--- config.mk ---
export PLATFORM = sky130hd
export DESIGN_NAME = pattern_gen
export DESIGN_NICKNAME = d
export VERILOG_FILES = /design/src/rtl/pattern_gen_pkg.sv /design/src/rtl/pattern_lfsr.sv /design/src/rtl/pattern_gen.sv
export SDC_FILE = /design/constraint.sdc
export NUM_CORES = 1
export LEC_CHECK = 0
export ABC_AREA = 1
export BUFFER_PORTS_ARGS = -buffer_cell sky130_fd_sc_hd__buf_4
export CAP_MARGIN = 25
export CORE_MARGIN = 1
export CORE_UTILIZATION = 50
export CTS_BUF_LIST = sky130_fd_sc_hd__clkbuf_16
export CTS_CLUSTER_DIAMETER = 120
export DETAILED_ROUTE_END_ITERATION = 7
export PLACE_DENSITY = 0.7
export SYNTH_ARGS = -nofsm -noshare
export SYNTH_HDL_FRONTEND = slang
export SYNTH_SLANG_ARGS = --single-unit
--- constraint.sdc ---
create_clock -name clk -period 3.75 [get_ports clk]
set_clock_uncertainty 0.1 [all_clocks]
set_input_delay 0.375 -clock clk [delete_from_list [all_inputs] [get_ports clk]]
set_output_delay 0.375 -clock clk [all_outputs]
set_load 0.03 [all_outputs]
--- src/rtl/pattern_gen_pkg.sv ---
// Shared types and constants for the pattern generator: mode and FSM encodings
// plus helpers that build the width-dependent SEED/POLY defaults.
package pattern_gen_pkg;

  localparam int unsigned MaxWidth = 128;

  localparam logic [2:0] ModeEncConst  = 3'd0;
  localparam logic [2:0] ModeEncToggle = 3'd1;
  localparam logic [2:0] ModeEncWalk1  = 3'd2;
  localparam logic [2:0] ModeEncCount  = 3'd3;
  localparam logic [2:0] ModeEncPrbs   = 3'd4;

  typedef enum logic [2:0] {
    ModeConst  = ModeEncConst,
    ModeToggle = ModeEncToggle,
    ModeWalk1  = ModeEncWalk1,
    ModeCount  = ModeEncCount,
    ModePrbs   = ModeEncPrbs
  } mode_e;

  typedef enum logic [1:0] {
    StIdle,
    StRun,
    StDone
  } state_e;

  // Unassigned encodings 5..7 fall back to CONST.
  function automatic mode_e decode_mode(logic [2:0] m);
    case (m)
      ModeEncToggle: return ModeToggle;
      ModeEncWalk1:  return ModeWalk1;
      ModeEncCount:  return ModeCount;
      ModeEncPrbs:   return ModePrbs;
      default:       return ModeConst;
    endcase
  endfunction

  // Top w bits of 1010...10, so the MSB is always 1.
  function automatic logic [MaxWidth-1:0] default_seed(int unsigned w);
    logic [MaxWidth-1:0] pat;
    pat = {(MaxWidth / 2){2'b10}};
    return pat >> (MaxWidth - w);
  endfunction

  // 64'hD800_0000_0000_0000 left-aligned, keeping its w most-significant bits.
  function automatic logic [MaxWidth-1:0] default_poly(int unsigned w);
    logic [MaxWidth-1:0] pat;
    pat = {64'hD800_0000_0000_0000, 64'h0};
    return pat >> (MaxWidth - w);
  endfunction

endpackage

--- src/rtl/pattern_lfsr.sv ---
// One Galois LFSR step: shift right, fold in the tap mask when a 1 falls out.
module pattern_lfsr
  import pattern_gen_pkg::*;
#(
  parameter int unsigned      WIDTH = 64,
  parameter logic [WIDTH-1:0] POLY  = WIDTH'(default_poly(WIDTH))
) (
  input  logic [WIDTH-1:0] cur,
  output logic [WIDTH-1:0] nxt
);

  always_comb begin
    nxt = cur >> 1;
    if (cur[0]) begin
      nxt = nxt ^ POLY;
    end
  end

endmodule

--- src/rtl/pattern_gen.sv ---
// Burst pattern generator: emits CONST/TOGGLE/WALK1/COUNT/PRBS words on a
// valid/ready stream, bounded by a beat count or open-ended until abort.
module pattern_gen
  import pattern_gen_pkg::*;
#(
  parameter int unsigned      WIDTH = 64,
  parameter logic [WIDTH-1:0] SEED  = WIDTH'(default_seed(WIDTH)),
  parameter logic [WIDTH-1:0] POLY  = WIDTH'(default_poly(WIDTH)),
  parameter int unsigned      LEN_W = 16
) (
  input  logic             clk,
  input  logic             rst_n,
  input  logic             start,
  input  logic             abort,
  input  logic [2:0]       mode,
  input  logic [LEN_W-1:0] len,
  output logic [WIDTH-1:0] out_data,
  output logic             out_valid,
  input  logic             out_ready,
  output logic             out_last,
  output logic             done,
  output logic             busy
);

  if (WIDTH < 8 || WIDTH > MaxWidth) begin : g_width_check
    $error("pattern_gen: WIDTH out of range 8..128");
  end

  // An all-zero LFSR state would lock up, so PRBS starts from 1 in that case.
  localparam logic [WIDTH-1:0] PrbsSeed  = (SEED == '0) ? WIDTH'(1) : SEED;
  localparam logic [WIDTH-1:0] Walk1Seed = WIDTH'(1);

  state_e           state_q;
  mode_e            mode_q;
  // Beats left in a bounded burst; stays 0 for an unbounded one.
  logic [LEN_W-1:0] remain_q;

  mode_e            start_mode;
  logic [WIDTH-1:0] first_word;
  logic [WIDTH-1:0] next_word;
  logic [WIDTH-1:0] prbs_next;

  pattern_lfsr #(
    .WIDTH (WIDTH),
    .POLY  (POLY)
  ) u_lfsr (
    .cur (out_data),
    .nxt (prbs_next)
  );

  assign start_mode = decode_mode(mode);

  always_comb begin
    first_word = SEED;
    case (start_mode)
      ModeWalk1: first_word = Walk1Seed;
      ModePrbs:  first_word = PrbsSeed;
      default:   first_word = SEED;
    endcase
  end

  always_comb begin
    next_word = out_data;
    case (mode_q)
      ModeToggle: next_word = ~out_data;
      ModeWalk1:  next_word = {out_data[WIDTH-2:0], out_data[WIDTH-1]};
      ModeCount:  next_word = out_data + WIDTH'(1);
      ModePrbs:   next_word = prbs_next;
      default:    next_word = out_data;
    endcase
  end

  always_ff @(posedge clk or negedge rst_n) begin
    if (!rst_n) begin
      state_q   <= StIdle;
      mode_q    <= ModeConst;
      remain_q  <= '0;
      out_data  <= '0;
      out_valid <= 1'b0;
      out_last  <= 1'b0;
      done      <= 1'b0;
      busy      <= 1'b0;
    end else begin
      unique case (state_q)
        StIdle: begin
          if (start) begin
            state_q   <= StRun;
            mode_q    <= start_mode;
            remain_q  <= len;
            out_data  <= first_word;
            out_valid <= 1'b1;
            out_last  <= (len == LEN_W'(1));
            busy      <= 1'b1;
          end
        end
        StRun: begin
          // out_valid is high for the whole of RUN, so out_ready alone marks a transfer.
          if (abort) begin
            state_q   <= StDone;
            remain_q  <= '0;
            out_valid <= 1'b0;
            out_last  <= 1'b0;
            done      <= 1'b1;
          end else if (out_ready) begin
            if (out_last) begin
              state_q   <= StDone;
              remain_q  <= '0;
              out_valid <= 1'b0;
              out_last  <= 1'b0;
              done      <= 1'b1;
            end else begin
              out_data <= next_word;
              if (remain_q != '0) begin
                remain_q <= remain_q - LEN_W'(1);
                out_last <= (remain_q == LEN_W'(2));
              end
            end
          end
        end
        StDone: begin
          state_q <= StIdle;
          done    <= 1'b0;
          busy    <= 1'b0;
        end
        default: begin
          state_q <= StIdle;
        end
      endcase
    end
  end

endmodule
# Word level (Yosys, flattened, before mapping)
# Index checks and enable logic that the tools add are counted.
[totals]
output_inout_bits = 68
word_cells = 82
inputBits = 24
regBits = 89
[classes]
eq_ne = 21
reduce_logical = 13
mux = 36
addsub = 2
n_bitwise = 2
[ops]
columns = ["operator", "count"]
rows = [
  ["two-way mux 64 bit", 6],
  ["case mux 64 bit (4 select lines)", 1],
  ["case mux 64 bit (2 select lines)", 1],
  ["two-way mux 16 bit", 5],
  ["adder 64 x 1 -> 64 bit (second input constant)", 1],
  ["inverter 64 bit", 1],
  ["case mux 16 bit (2 select lines)", 1],
  ["== test 16 x 1 -> 1 bit (second input constant)", 1],
  ["== test 16 x 2 -> 1 bit (second input constant)", 1],
  ["nonzero test 16 bit", 1],
  ["subtractor 16 x 1 -> 16 bit (second input constant)", 1],
  ["== test 3 x 2 -> 1 bit (second input constant)", 5],
  ["two-way mux 1 bit", 12],
  ["case mux 3 bit (4 select lines)", 1],
  ["AND reduction 3 bit", 3],
  ["two-way mux 2 bit", 4],
  ["!= test 2 bit (second input constant)", 4],
  ["case mux 1 bit (2 select lines)", 4],
  ["AND reduction 4 bit", 2],
  ["== test 3 x 1 -> 1 bit (second input constant)", 2],
  ["== test 3 bit (second input constant)", 2],
  ["!= test 3 bit (second input constant)", 2],
  ["AND reduction 6 bit", 1],
  ["nonzero test 2 bit", 3],
  ["8 further kinds", 9],
]

# Longest topological paths before layout
[depth]
depth_word = 7
mapped_depth = 13
depth_no_buf = 12

# By module
# A second synthesis with hierarchy kept.
[hier_totals]
hier_cells = 1384
area_unflattened_um2 = 8455.6
[modules_own_cells]
columns = ["mod", "cells_each", "n_inst", "area_each_um2"]
rows = [
  ["pattern_gen", 1310, 1, 7948.9],
  ["pattern_lfsr", 74, 1, 506.7],
]

# Worst setup path before layout
# OpenSTA, ideal clock, no wires.
[synth_timing]
path_kind = "register to register"
startpoint = "reg out_data[1]"
endpoint = "reg out_data[32]"
stages_incl_launch_ff = 11
setup_slack_ps = 1633
t_required_ps = 3530
t_arrival_ps = 1897
path_cell_list = "dfrtp_1 -> ha_1 -> nand3_1 -> inv_1 -> nand2_1 -> nor2_1 -> nand3_1 -> nand3_1 -> nand3_1 -> o21ai_1 -> nand2_1"
[synth_via]
elab_chain_cells = 6
[synth_rtl]
columns = ["element", "line", "source"]
rows = [
  ["from (decl)", "pattern_gen.sv:17", "output logic [WIDTH-1:0] out_data,"],
  ["from (signal assigned)", "pattern_gen.sv:90", "out_data <= first_word;"],
  ["from (signal assigned)", "pattern_gen.sv:112", "out_data <= next_word;"],
  ["adder 64 x 1 -> 64 bit", "pattern_gen.sv:67", "ModeCount: next_word = out_data + WIDTH'(1);"],
  ["case mux 64 bit (4 select lines)", "pattern_gen.sv:64", "case (mode_q)"],
  ["two-way mux 64 bit", "pattern_gen.sv:105", "if (out_last) begin"],
  ["two-way mux 64 bit", "pattern_gen.sv:104", "end else if (out_ready) begin"],
  ["two-way mux 64 bit", "pattern_gen.sv:98", "if (abort) begin"],
  ["case mux 64 bit (2 select lines)", "pattern_gen.sv:84", "unique case (state_q)"],
]
# No other way between the ends. The select of a mux whose other input is x is not followed.
# A chain may end at the register's enable or synchronous reset.

# Final worst setup path
[layout_timing]
startpoint = "reg mode_q[0]"
endpoint = "reg out_data[38]"
[layout_via]
elab_chain_cells = 6
word_cells_on_any_way = 11
classes_between = "eq/ne (5); mux (5); reduce/logical (1)"
[layout_rtl]
columns = ["element", "line", "source"]
rows = [
  ["from (decl)", "pattern_gen.sv:34", "mode_e mode_q;"],
  ["from (signal assigned)", "pattern_gen.sv:76", "mode_q <= ModeConst;"],
  ["from (signal assigned)", "pattern_gen.sv:88", "mode_q <= start_mode;"],
  ["== test 3 bit, or another cell as far along", "pattern_gen.sv:64", ""],
  ["case mux 64 bit (4 select lines)", "pattern_gen.sv:64", ""],
  ["two-way mux 64 bit", "pattern_gen.sv:105", ""],
  ["two-way mux 64 bit", "pattern_gen.sv:104", ""],
  ["two-way mux 64 bit", "pattern_gen.sv:98", ""],
  ["case mux 64 bit (2 select lines)", "pattern_gen.sv:84", ""],
]
# Parallel ways exist; a longest one is shown, timed or not. The select of a mux whose other input is x is not followed.

==> run metrics <==
Final WS setup=0.9471 ns; share of cells above drive strength 1=12.18%; total CTS buffers=9; period utilization=74.74%; antenna-violating nets left=0; Row Count=45; min Tclk post-route=2.803 ns; syn_nets=1,306; Area Overhead vs Synth=14.47%; synthesized area=0.007819 mm2; outcome=completed; overall routing resource usage=37.42%; via density per instance=6.106; RSZ-0062 raised after global routing=false; kind of critical path=reg -> reg; Post-DP HPWL=21,430 um; core area=0.01526 mm2; most common cell after layout, fill and taps aside=nand2_1; Clock Pin Slew Worst Setup and Hold Paths=0.07 ns; CP Capture Type=flop; Async SR Flop Fraction=100.0%; FMAX=0.3568 GHz; LEAKAGE=3.833 nW; Max Cap Violations=0; H-tree level count=3; CTS tree=built; largest net degree at the start of global routing=73; Die Area=0.01614 mm2; Setup Fix Bufs, Post-CTS=0; post-synth top area cell=dfrtp_1; Diodes inserted=0; Cells after Synth=1,278; Seq/Total Area, Yosys=28.48%; Syn. warnings=0; Cells after DPL=1,539; die width=127.1 um; crit-path cells=nor2_2 > nand2_2 > inv_2 > nor2_1 > nor3_4 > nor2_4 > inv_2 > buf_4 > o21ai_0; slowest stage cell, crit path=inv_2; top-area cell type share of the netlist area=28.48%; min-delay worst type=in -> reg; Synth area leaders=dfrtp_1 28%, nand2_1 17%, nor2_1 8.4%; most frequent cells in the layout=360 x nand2_1, 175 x nor2_1, 135 x inv_1, 107 x nand3_1, 106 x buf_4; drt drc=0; routed len/inst=18.90 um; Final Hold Vio Count=0; cell repeated most along the worst path=inv_2; DRT Pass-1 Iters=5; Initial Util=51.24%; 1st-iter DRT viols=1,187; fin. max-slew vios=0; pre-CTS WS=0.9715 ns; Buf+Inv Stages, Crit Path=3; Longest Clk Path Bufs=2; port bufs=91; final setup TNS=0 ns; Critical Path Max Stage Delay=0.66 ns; post-cts repair resize count=0; peak supply drop=0.5931 mV; total clock sinks=89; clk root buf=clkbuf_16; Post-synth top flop=dfrtp_1; Slew HR=40.88%; Non-Filler Instances=1,557; CP arrival=2.93 ns; post-synth cell types=44; CP Max Fanout=44; vias in the first global route=8,469; CP startpoint kind=flop; WP data required=3.88 ns; Setup violations, final=0; nets=1,369; Synth Area per Inst=6.118 um2; Die H=127.1 um; #FFs+latches synth=89; clk_lat worst skew=0.36 ns; Total Wirelength=29,430 um; antenna violations before repair=0; first-pass GRT wire length=47,000 um; number of synthesized flops with an enable pin=0; total global routing overflow=0; Layout fillers=1,581; Slew @ Worst Pin=0.8855 ns; DR vias=9,507; Top Ports=92; Fin Hold WS=0.1051 ns; placer congestion estimate=1.050; PD cells=823.4 mW/mm2; CP delay by family, top=buffers and inverters
area by class of cell:
cell class | count | area (um2) | share of cell area (%)
timing repair buffer | 108 | 833.3 | 9.311
clock buffer | 9 | 225.2 | 2.516
multi-input combinational | 991 | 4791 | 53.53
sequential | 89 | 2227 | 24.88
inverter | 142 | 533.0 | 5.956
clock inverter | 7 | 76.32 | 0.8528
tap | 211 | 264.0 | 2.950
report_power, final:
group          internal, W  total, W  switching (W)  leakage, nW
Clock             0.000523  0.000948       0.000426        0.143
Sequential         0.00136   0.00218       0.000827         1.05
Combinational      0.00137   0.00424        0.00287         2.64
Total              0.00325   0.00737        0.00412         3.83
Yosys cell counts, types with 3 or more instances:
master and n:
nand3_1 107, buf_1 5, o211ai_1 9, clkbuf_1 26, a21oi_2 14, nand2_1 360, o22ai_1 15, buf_6 5
dfrtp_1 89, nor2_1 176, nand2_2 6, a21oi_1 71, nor2_2 7, o221ai_1 4, o21ai_0 65, nor4_1 3
a22oi_1 11, nor3_1 25, xor2_1 5, o21bai_1 3, ha_1 4, a211oi_1 3, nand4_1 32, a221oi_1 36
inv_1 135, inv_2 6, buf_4 4, nor2_4 3, buf_2 14, o21ai_1 12, o2111ai_1 7
through the flow:
step	power [W]	utilization, %	area (um2)
2_1_floorplan	0.004890	-	7819
3_3_place_gp	0.006271	56.43	8611
3_5_place_dp	0.006319	56.43	8611
4_1_cts	0.007278	58.41	8912
5_1_grt	0.007857	58.66	8950
6_report	0.007369	58.66	8950
cells by family (layout without fill, tap and decap cells):
logic type	Yosys count	after routing	synth area share, %
AO/OA/AOI/OAI	259	259	20.90
AND/OR/NAND/NOR	723	723	38.98
XOR/XNOR	5	5	0.5601
buffers and inverters	198	266	10.43
adder cells (fa/ha/maj)	4	4	0.6401
flip-flops	89	89	28.48
layer usage:
layer | GRT usage (%) | up-vias | routed length [um]
li1 | - | 4425 | -
met1 | 55.68 | 4433 | 12810
met2 | 55.24 | 582 | 12590
met3 | 4.690 | 67 | 3152
met4 | 13.94 | 0 | 883
met5 | 0 | - | 0
flip-flops by register name, summed over array words and instances (netlist names):
name,flops
out_last,1
state_q,2
busy,1
out_data,64
out_valid,1
remain_q,16
mode_q,3
done,1
path summary, 6_finish.rpt:
| path | start | end | slack, ns | depth (start not counted) |
|---|---|---|---|---|
| max in group asynchronous | rst_n | out_data[51]$_DFFE_PN0P_ | 2.62 | 3 |
| hold / removal | mode[2] | mode_q[0]$_DFFE_PN0P_ | 0.11 | 2 |
| setup reg to reg | mode_q[0]$_DFFE_PN0P_ | out_data[38]$_DFFE_PN0P_ | 0.95 | 9 |
| setup / recovery | mode_q[0]$_DFFE_PN0P_ | out_data[38]$_DFFE_PN0P_ | 0.95 | 9 |
| hold reg to reg | out_valid$_DFFE_PN0P_ | out_valid$_DFFE_PN0P_ | 0.41 | 2 |
| min in group asynchronous | rst_n | out_data[8]$_DFFE_PN0P_ | 0.35 | 2 |
repair_timing:
item                                    CTS  global route
endpoints found under the hold margin     0            21
hold buffers                              0             1
endpoints found under the setup margin    0             0
(Power assumes the default switching activity.)
